## src/rtl/pwm_capture_if.sv

```systemverilog
// -----------------------------------------------------------------------------
// pwm_capture_if
//   Groups the PWM monitor's measurement-side signals so the capture block and
//   whoever drives and observes it share one bundle.
//
//   Signals
//     pwm_in      PWM waveform under measurement (may be asynchronous to clk)
//     clr         synchronous clear of flags, results and measurement state
//     level       synchronized copy of pwm_in
//     high_cnt    high cycles in the last complete PWM period
//     period_cnt  cycles between the last two rising edges
//     meas_valid  one-cycle pulse when high_cnt/period_cnt update
//     stuck_hi    line held high with no falling edge for too long
//     stuck_lo    line held low with no rising edge for too long
//
//   Modports
//     master  drives pwm_in/clr and observes the results (stimulus side)
//     slave   the capture block itself
// -----------------------------------------------------------------------------
interface pwm_capture_if #(
  parameter int CNT_W = 16
);

  logic             pwm_in;
  logic             clr;
  logic             level;
  logic [CNT_W-1:0] high_cnt;
  logic [CNT_W-1:0] period_cnt;
  logic             meas_valid;
  logic             stuck_hi;
  logic             stuck_lo;

  modport master (
    output pwm_in,
    output clr,
    input  level,
    input  high_cnt,
    input  period_cnt,
    input  meas_valid,
    input  stuck_hi,
    input  stuck_lo
  );

  modport slave (
    input  pwm_in,
    input  clr,
    output level,
    output high_cnt,
    output period_cnt,
    output meas_valid,
    output stuck_hi,
    output stuck_lo
  );

endinterface

```

## src/rtl/pwm_capture.sv

```systemverilog
// -----------------------------------------------------------------------------
// pwm_capture
//   Downstream monitor for the PWM generator. Synchronizes the PWM line,
//   measures high time and period in clk cycles and reports one result per
//   complete period (rising edge to rising edge). A line that shows no edge for
//   TIMEOUT cycles raises stuck_hi or stuck_lo depending on its level.
//
//   Parameters
//     CNT_W        width of the high/period counters and results
//     SYNC_STAGES  depth of the input synchronizer (>= 2)
//     TIMEOUT      edge-free cycles before a stuck flag; <= 2**CNT_W-1
//
//   Ports
//     clk   system clock, rising edge
//     rst   asynchronous, active-high reset
//     bus   pwm_capture_if.slave: pwm_in, clr in; level, high_cnt,
//           period_cnt, meas_valid, stuck_hi, stuck_lo out
//
//   Pipeline: pwm_in -> sync chain (level) -> level_d_q -> registered
//   rise/fall -> FSM with registered outputs. A pwm_in rising edge therefore
//   shows up as meas_valid SYNC_STAGES+2 clocks later.
// -----------------------------------------------------------------------------
module pwm_capture #(
  parameter int CNT_W       = 16,
  parameter int SYNC_STAGES = 2,
  parameter int TIMEOUT     = 1023
) (
  input  logic          clk,
  input  logic          rst,
  pwm_capture_if.slave  bus
);

  typedef enum logic [1:0] {
    IDLE = 2'd0,
    HIGH = 2'd1,
    LOW  = 2'd2
  } state_t;

  localparam logic [CNT_W-1:0] TIMEOUT_C  = CNT_W'(TIMEOUT);
  localparam logic [CNT_W-1:0] TIMEOUT_M1 = CNT_W'(TIMEOUT - 1);
  localparam logic [CNT_W-1:0] ONE_C      = CNT_W'(1);
  localparam logic [CNT_W-1:0] MAX_C      = {CNT_W{1'b1}};

  // Front end state
  logic [SYNC_STAGES-1:0] sync_q;
  logic [SYNC_STAGES:0]   fill_q;
  logic                   level_d_q;
  logic                   rise_q;
  logic                   fall_q;

  // Measurement state
  state_t                 state_q;
  logic [CNT_W-1:0]       per_ctr_q;
  logic [CNT_W-1:0]       hi_ctr_q;
  logic [CNT_W-1:0]       edge_ctr_q;
  logic [CNT_W-1:0]       high_cnt_q;
  logic [CNT_W-1:0]       period_cnt_q;
  logic                   meas_valid_q;
  logic                   stuck_hi_q;
  logic                   stuck_lo_q;

  // Combinational next values
  logic                   level;
  logic                   primed;
  logic                   rise_d;
  logic                   fall_d;
  logic                   edge_seen;
  logic                   timeout_fire;
  logic [CNT_W-1:0]       edge_ctr_d;
  logic [CNT_W-1:0]       per_inc;
  logic [CNT_W-1:0]       hi_inc;

  assign level = sync_q[SYNC_STAGES-1];

  // The sync chain and level_d_q come out of reset/clear holding zeros rather
  // than real samples, so a line that is already high would look like a rising
  // edge. fill_q walks a 1 through one stage per clock; edges are only believed
  // once both level and level_d_q hold genuine samples of pwm_in.
  assign primed = fill_q[SYNC_STAGES];
  assign rise_d = primed & level & ~level_d_q;
  assign fall_d = primed & ~level & level_d_q;

  // Input synchronizer, delayed level and registered edge strobes. Registering
  // the strobes keeps the FSM off the synchronizer's output path.
  always_ff @(posedge clk or posedge rst) begin
    if (rst) begin
      sync_q    <= '0;
      fill_q    <= '0;
      level_d_q <= 1'b0;
      rise_q    <= 1'b0;
      fall_q    <= 1'b0;
    end else if (bus.clr) begin
      sync_q    <= '0;
      fill_q    <= '0;
      level_d_q <= 1'b0;
      rise_q    <= 1'b0;
      fall_q    <= 1'b0;
    end else begin
      sync_q    <= {sync_q[SYNC_STAGES-2:0], bus.pwm_in};
      fill_q    <= {fill_q[SYNC_STAGES-1:0], 1'b1};
      level_d_q <= level;
      rise_q    <= rise_d;
      fall_q    <= fall_d;
    end
  end

  // level_d_q is the line level aligned with rise_q/fall_q, so it is the level
  // the FSM and the stuck detection reason about.
  assign edge_seen = rise_q | fall_q;

  // Edge watchdog: restarts on any edge and saturates at TIMEOUT. The flag
  // fires on the single step from TIMEOUT-1 to TIMEOUT, so it cannot re-fire
  // while the counter sits saturated. An edge in the same cycle wins.
  always_comb begin
    edge_ctr_d = edge_ctr_q;
    if (edge_seen) begin
      edge_ctr_d = '0;
    end else if (edge_ctr_q != TIMEOUT_C) begin
      edge_ctr_d = edge_ctr_q + ONE_C;
    end
  end

  assign timeout_fire = ~edge_seen & (edge_ctr_q == TIMEOUT_M1);

  // Saturating increments; the watchdog normally ends a measurement long before
  // these limits, saturation just guarantees nothing ever wraps.
  assign per_inc = (per_ctr_q == MAX_C) ? per_ctr_q : per_ctr_q + ONE_C;
  assign hi_inc  = (hi_ctr_q  == MAX_C) ? hi_ctr_q  : hi_ctr_q  + ONE_C;

  // Measurement FSM with registered outputs.
  //   IDLE: waiting for the first rising edge; nothing to report yet.
  //   HIGH: counting both the period and the high time.
  //   LOW : counting the period only; the next rising edge closes the period,
  //         publishes the counts and starts the next period at 1 so that the
  //         rise cycle belongs to the new period.
  // A timeout abandons the partial measurement (results hold) and raises the
  // flag matching the line level; the two flags never coexist. A published
  // measurement proves the line is alive again and clears both flags.
  always_ff @(posedge clk or posedge rst) begin
    if (rst) begin
      state_q      <= IDLE;
      per_ctr_q    <= '0;
      hi_ctr_q     <= '0;
      edge_ctr_q   <= '0;
      high_cnt_q   <= '0;
      period_cnt_q <= '0;
      meas_valid_q <= 1'b0;
      stuck_hi_q   <= 1'b0;
      stuck_lo_q   <= 1'b0;
    end else if (bus.clr) begin
      state_q      <= IDLE;
      per_ctr_q    <= '0;
      hi_ctr_q     <= '0;
      edge_ctr_q   <= '0;
      high_cnt_q   <= '0;
      period_cnt_q <= '0;
      meas_valid_q <= 1'b0;
      stuck_hi_q   <= 1'b0;
      stuck_lo_q   <= 1'b0;
    end else begin
      meas_valid_q <= 1'b0;
      edge_ctr_q   <= edge_ctr_d;
      if (timeout_fire) begin
        state_q <= IDLE;
        if (level_d_q) begin
          stuck_hi_q <= 1'b1;
          stuck_lo_q <= 1'b0;
        end else begin
          stuck_lo_q <= 1'b1;
          stuck_hi_q <= 1'b0;
        end
      end else begin
        case (state_q)
          IDLE: begin
            if (rise_q) begin
              state_q   <= HIGH;
              per_ctr_q <= ONE_C;
              hi_ctr_q  <= ONE_C;
            end
          end
          HIGH: begin
            per_ctr_q <= per_inc;
            if (fall_q) begin
              state_q <= LOW;
            end else begin
              hi_ctr_q <= hi_inc;
            end
          end
          LOW: begin
            if (rise_q) begin
              high_cnt_q   <= hi_ctr_q;
              period_cnt_q <= per_ctr_q;
              meas_valid_q <= 1'b1;
              stuck_hi_q   <= 1'b0;
              stuck_lo_q   <= 1'b0;
              state_q      <= HIGH;
              per_ctr_q    <= ONE_C;
              hi_ctr_q     <= ONE_C;
            end else begin
              per_ctr_q <= per_inc;
            end
          end
          default: begin
            state_q <= IDLE;
          end
        endcase
      end
    end
  end

  assign bus.level      = level;
  assign bus.high_cnt   = high_cnt_q;
  assign bus.period_cnt = period_cnt_q;
  assign bus.meas_valid = meas_valid_q;
  assign bus.stuck_hi   = stuck_hi_q;
  assign bus.stuck_lo   = stuck_lo_q;

endmodule

```

## src/flat_wrapper.sv

```systemverilog
// flat-port wrapper written by rule: the top's interface ports become plain ports
module pwm_capture_flat 
#(
  parameter int CNT_W       = 16,
  parameter int SYNC_STAGES = 2,
  parameter int TIMEOUT     = 1023
)
  (clk, rst, bus_pwm_in, bus_clr, bus_level, bus_high_cnt, bus_period_cnt, bus_meas_valid, bus_stuck_hi, bus_stuck_lo);
  pwm_capture_if #(.CNT_W(CNT_W)) bus_i ();
  input  logic clk;
  input  logic rst;
  input wire logic [$bits(bus_i.pwm_in)-1:0] bus_pwm_in;
  input wire logic [$bits(bus_i.clr)-1:0] bus_clr;
  output wire logic [$bits(bus_i.level)-1:0] bus_level;
  output wire logic [$bits(bus_i.high_cnt)-1:0] bus_high_cnt;
  output wire logic [$bits(bus_i.period_cnt)-1:0] bus_period_cnt;
  output wire logic [$bits(bus_i.meas_valid)-1:0] bus_meas_valid;
  output wire logic [$bits(bus_i.stuck_hi)-1:0] bus_stuck_hi;
  output wire logic [$bits(bus_i.stuck_lo)-1:0] bus_stuck_lo;
  assign bus_i.pwm_in = bus_pwm_in;
  assign bus_i.clr = bus_clr;
  assign bus_level = bus_i.level;
  assign bus_high_cnt = bus_i.high_cnt;
  assign bus_period_cnt = bus_i.period_cnt;
  assign bus_meas_valid = bus_i.meas_valid;
  assign bus_stuck_hi = bus_i.stuck_hi;
  assign bus_stuck_lo = bus_i.stuck_lo;
  pwm_capture #(.CNT_W(CNT_W), .SYNC_STAGES(SYNC_STAGES), .TIMEOUT(TIMEOUT)) u_core (.clk(clk), .rst(rst), .bus(bus_i));
endmodule
```

## config.mk

```make
export PLATFORM = sky130hd
export DESIGN_NAME = pwm_capture_flat
export DESIGN_NICKNAME = d
export VERILOG_FILES = /design/src/rtl/pwm_capture_if.sv /design/src/rtl/pwm_capture.sv /design/src/flat_wrapper.sv
export SDC_FILE = /design/constraint.sdc
export NUM_CORES = 1
export LEC_CHECK = 0
export BUFFER_PORTS_ARGS = -buffer_cell sky130_fd_sc_hd__buf_2
export CAP_MARGIN = 20
export CORE_MARGIN = 2
export CORE_UTILIZATION = 52
export DETAILED_ROUTE_END_ITERATION = 8
export PLACE_DENSITY = 0.7
export SLEW_MARGIN = 20
export SYNTH_ARGS = -nofsm -noshare
export SYNTH_HDL_FRONTEND = slang
export SYNTH_SLANG_ARGS = --single-unit
```

## constraint.sdc

```tcl
create_clock -name clk -period 3.9 [get_ports clk]
set_input_delay 0.975 -clock clk [delete_from_list [all_inputs] [get_ports clk]]
set_output_delay 0.975 -clock clk [all_outputs]
set_load 0.02 [all_outputs]
```

==> impl_metrics.yaml <==
cells_and_area:
  seq_area_um2: 2330
  fin_util_pct: 57.4
  nFillCells: 820
  drive_gt1_share_pct: 14.3
  final_nets: 566
  diodes: 0
  layout.cells.non_filler: 670
  multiInputGateArea_um2: 2280
  areaGrowthSynthToFinish_pct: 7.59
grt:
  grt_overflow: 0
  track_usage_pct: 24.1
  use_met1_pct: 33.3
  grt_pass1_wl_um: 19400
  top_usage_layer: "met2"
  met2_usage_pct: 38.4
  grt_max_degree: 64
  use_met3_pct: 4.72
  antenna_found_initial: 0
  grt_pass1_vias: 3887
route:
  viasPerCell: 6.12
  postRouteAntennaNets: 0
  wire_per_inst_um: 17.0
  routed_wl_um: 11400
  drcViolationCount: 0
  drt_iter0_drc: 379
  via_count: 4100
  dr.pass1.iters: 6
timing:
  period_share_pct: 66.7
  hold_violations: 0
  clock_skew_ns: 0.0121
  whs_ns: 0.469
  finalWorstPathRequiredPeriod_ns: 2.60
  timing.final.ws_setup_ns: 1.30
  fin_setup_tns_ns: 0
  tightest_slew_ns: 1.04
  max_freq_ghz: 0.384
  report.final.slew_viol_count: 0
  slew_headroom_pct: 30.4
  rsz0062_at_grt: "no"
  setup_violations: 0
clocking:
  post_cts_buffers: 0
  cts_max_path_buffers: 2
  clockRootBuffer: "clkbuf_8"
  insertion_delay_ns: 0.38
  clk_pin_slew_ns: 0.10
  cts_resized: 0
  cts_hold_buf: 0
  htree_levels: 3
  cts.sinks: 93
  numCtsBuffers: 9
  cts_tree: "built"
worst_setup_path:
  start_kind: "flip-flop"
  required_ns: 4.15
  slowest_stage: "nor2_1"
  critPathMaxFanout: 12
  path_cells: "inv_1 -> ha_1 -> or2_2 -> nor2_1 -> nand2_1 -> o41ai_1"
  cpLargestDelayFamily: "simple AND/OR/NAND/NOR gates"
  critPathKind: "reg -> reg"
  critPathBufInv: 1
  slowest_delay_ns: 0.59
  cp-end-kind: "flip-flop"
  cp.arrival_ns: 2.86
synth:
  postSynth.asyncResetShare_pct: 100
  syn_area_um2: 4880
  synth_seq_area_share_pct: 47.7
  yosysUniqueCellTypes: 62
  yosysWarnings: 0
  synthFlopType: "dfrtp_1"
  synth.avg_cell_area_um2: 9.09
  synth-edff-count: 0
  synth_nets: 549
  ys_seq_elements: 93
  netlist_instances: 537
placement:
  pre_cts_ws_ns: 1.04
  placedCellCount: 653
  place_congestion: 0.815
  io_buffers: 39
  dp_hpwl_um: 7460
power_and_ir_drop:
  p_leak_nw: 2.24
  ir_worst_vdd_uv: 158
  power_density_nw_per_um2: 321
job:
  maxCapViolations: 0
floorplan:
  die_area_um2: 10200
  std_cell_rows: 35
  die_w_um: 101
  coreArea_um2: 9150
  start_util_pct: 53.3
  io_pins: 40
  die_h_um: 101
outcome:
  status: "completed"
min_path:
  hold_class: "reg -> reg"
-- cell type report --
class | count | area share, %
clock buffers | 9 | 2.36
clock inverters | 7 | 1.45
inverters | 15 | 1.10
multi-input cells | 390 | 43.4
flip-flops and latches | 93 | 44.3
well taps | 111 | 2.65
repair buffers | 45 | 4.77
-- flip-flops by register name, indices dropped and copies added (netlist names) --
signal / flops
u_core.bus.stuck_lo: 1
u_core.state_q: 2
u_core.bus.high_cnt: 16
u_core.bus.meas_valid: 1
u_core.per_ctr_q: 16
u_core.edge_ctr_q: 16
u_core.rise_q: 1
u_core.fill_q: 3
u_core.hi_ctr_q: 16
u_core.fall_q: 1
u_core.level_d_q: 1
u_core.bus.stuck_hi: 1
u_core.bus.period_cnt: 16
u_core.sync_q: 2
-- through the flow --
step                power [W]  cell area, um2
floorplan             0.00103            4880
global placement      0.00105            5040
detailed placement    0.00105            5040
CTS                   0.00171            5250
global route          0.00176            5250
finish                0.00168            5250
-- final timing paths --
| kind | from | to | slack [ns] | depth (start not counted) |
|---|---|---|---|---|
| max | u_core.state_q[0]$_DFFE_PP0P_ | u_core.hi_ctr_q[3]$_DFFE_PP0P_ | 1.30 | 6 |
| min | u_core.sync_q[0]$_DFF_PP0_ | u_core.sync_q[1]$_DFF_PP0_ | 0.47 | 1 |
| max reg2reg | u_core.state_q[0]$_DFFE_PP0P_ | u_core.hi_ctr_q[3]$_DFFE_PP0P_ | 1.30 | 6 |
| min reg2reg | u_core.sync_q[0]$_DFF_PP0_ | u_core.sync_q[1]$_DFF_PP0_ | 0.47 | 1 |
| max in group asynchronous | rst | u_core.hi_ctr_q[4]$_DFFE_PP0P_ | 2.44 | 3 |
| min in group asynchronous | rst | u_core.edge_ctr_q[4]$_DFFE_PP0P_ | 0.75 | 2 |
-- layout by cell type (no fill, tap or decap), types with 7 or more instances in the layout --
master,Yosys,routed
dfrtp_1,93,93
nand2_1,87,87
a21oi_1,62,62
buf_2,11,40
nor2_1,36,36
nand3_1,22,22
o31ai_1,16,16
inv_1,15,14
o21ai_0,14,14
nand4_1,13,13
nor3_1,11,11
a31oi_1,10,10
o41ai_1,9,9
xnor2_1,9,9
clkbuf_8,1,9
and3_1,8,8
ha_1,8,8
nor2b_1,7,7
-- synth_stat cells (all sizes together) (4+ instances only) --
cell type | instances | share of area, %
and2 | 5 | 0.64
a41oi | 5 | 0.90
nor3 | 11 | 1.1
o41ai | 9 | 1.6
o22a | 4 | 0.74
nand3 | 23 | 2.5
o31ai | 16 | 2.5
a21oi | 63 | 6.5
xnor2 | 9 | 1.6
nand2 | 87 | 6.7
nor2 | 37 | 2.9
or3 | 4 | 0.54
and4 | 4 | 0.72
nor4 | 4 | 0.77
nor2b | 7 | 0.90
inv | 15 | 1.2
buf | 21 | 2.9
dfrtp | 93 | 48
nand4 | 15 | 2.2
and3 | 9 | 1.3
o21ai | 19 | 1.9
a31oi | 10 | 1.3
o311ai | 4 | 0.72
clkbuf | 18 | 1.6
a211oi | 4 | 0.62
ha | 8 | 2.1
-- kinds of logic after synthesis --
logic type	after synthesis	synth area share, %
AOI/OAI and AO/OA	146	18.9
xor gates and xnor gates	10	1.79
adders and majority gates	8	2.05
buffers and inverters	54	5.67
DFF	93	47.7
muxes	2	0.436
and+or+nand+nor	224	23.4
-- worst reg2reg max path: stages (launching register included) --
cell	delay, ns
dfrtp_1	0.48
inv_1	0.11
ha_1	0.27
or2_2	0.42
nor2_1	0.59
nand2_1	0.24
o41ai_1	0.38
-- routing by layer --
metal	wire, um	share of wire [%]
met4	200	1.8
met3	476	4.2
met5	0	0
met1	5220	46
met2	5500	48
-- power breakdown --
group          internal, W  switching (W)
clock             0.000256       0.000397
sequential        0.000969     0.00000596
combinational    0.0000115      0.0000436
(Power assumes the default switching activity.)
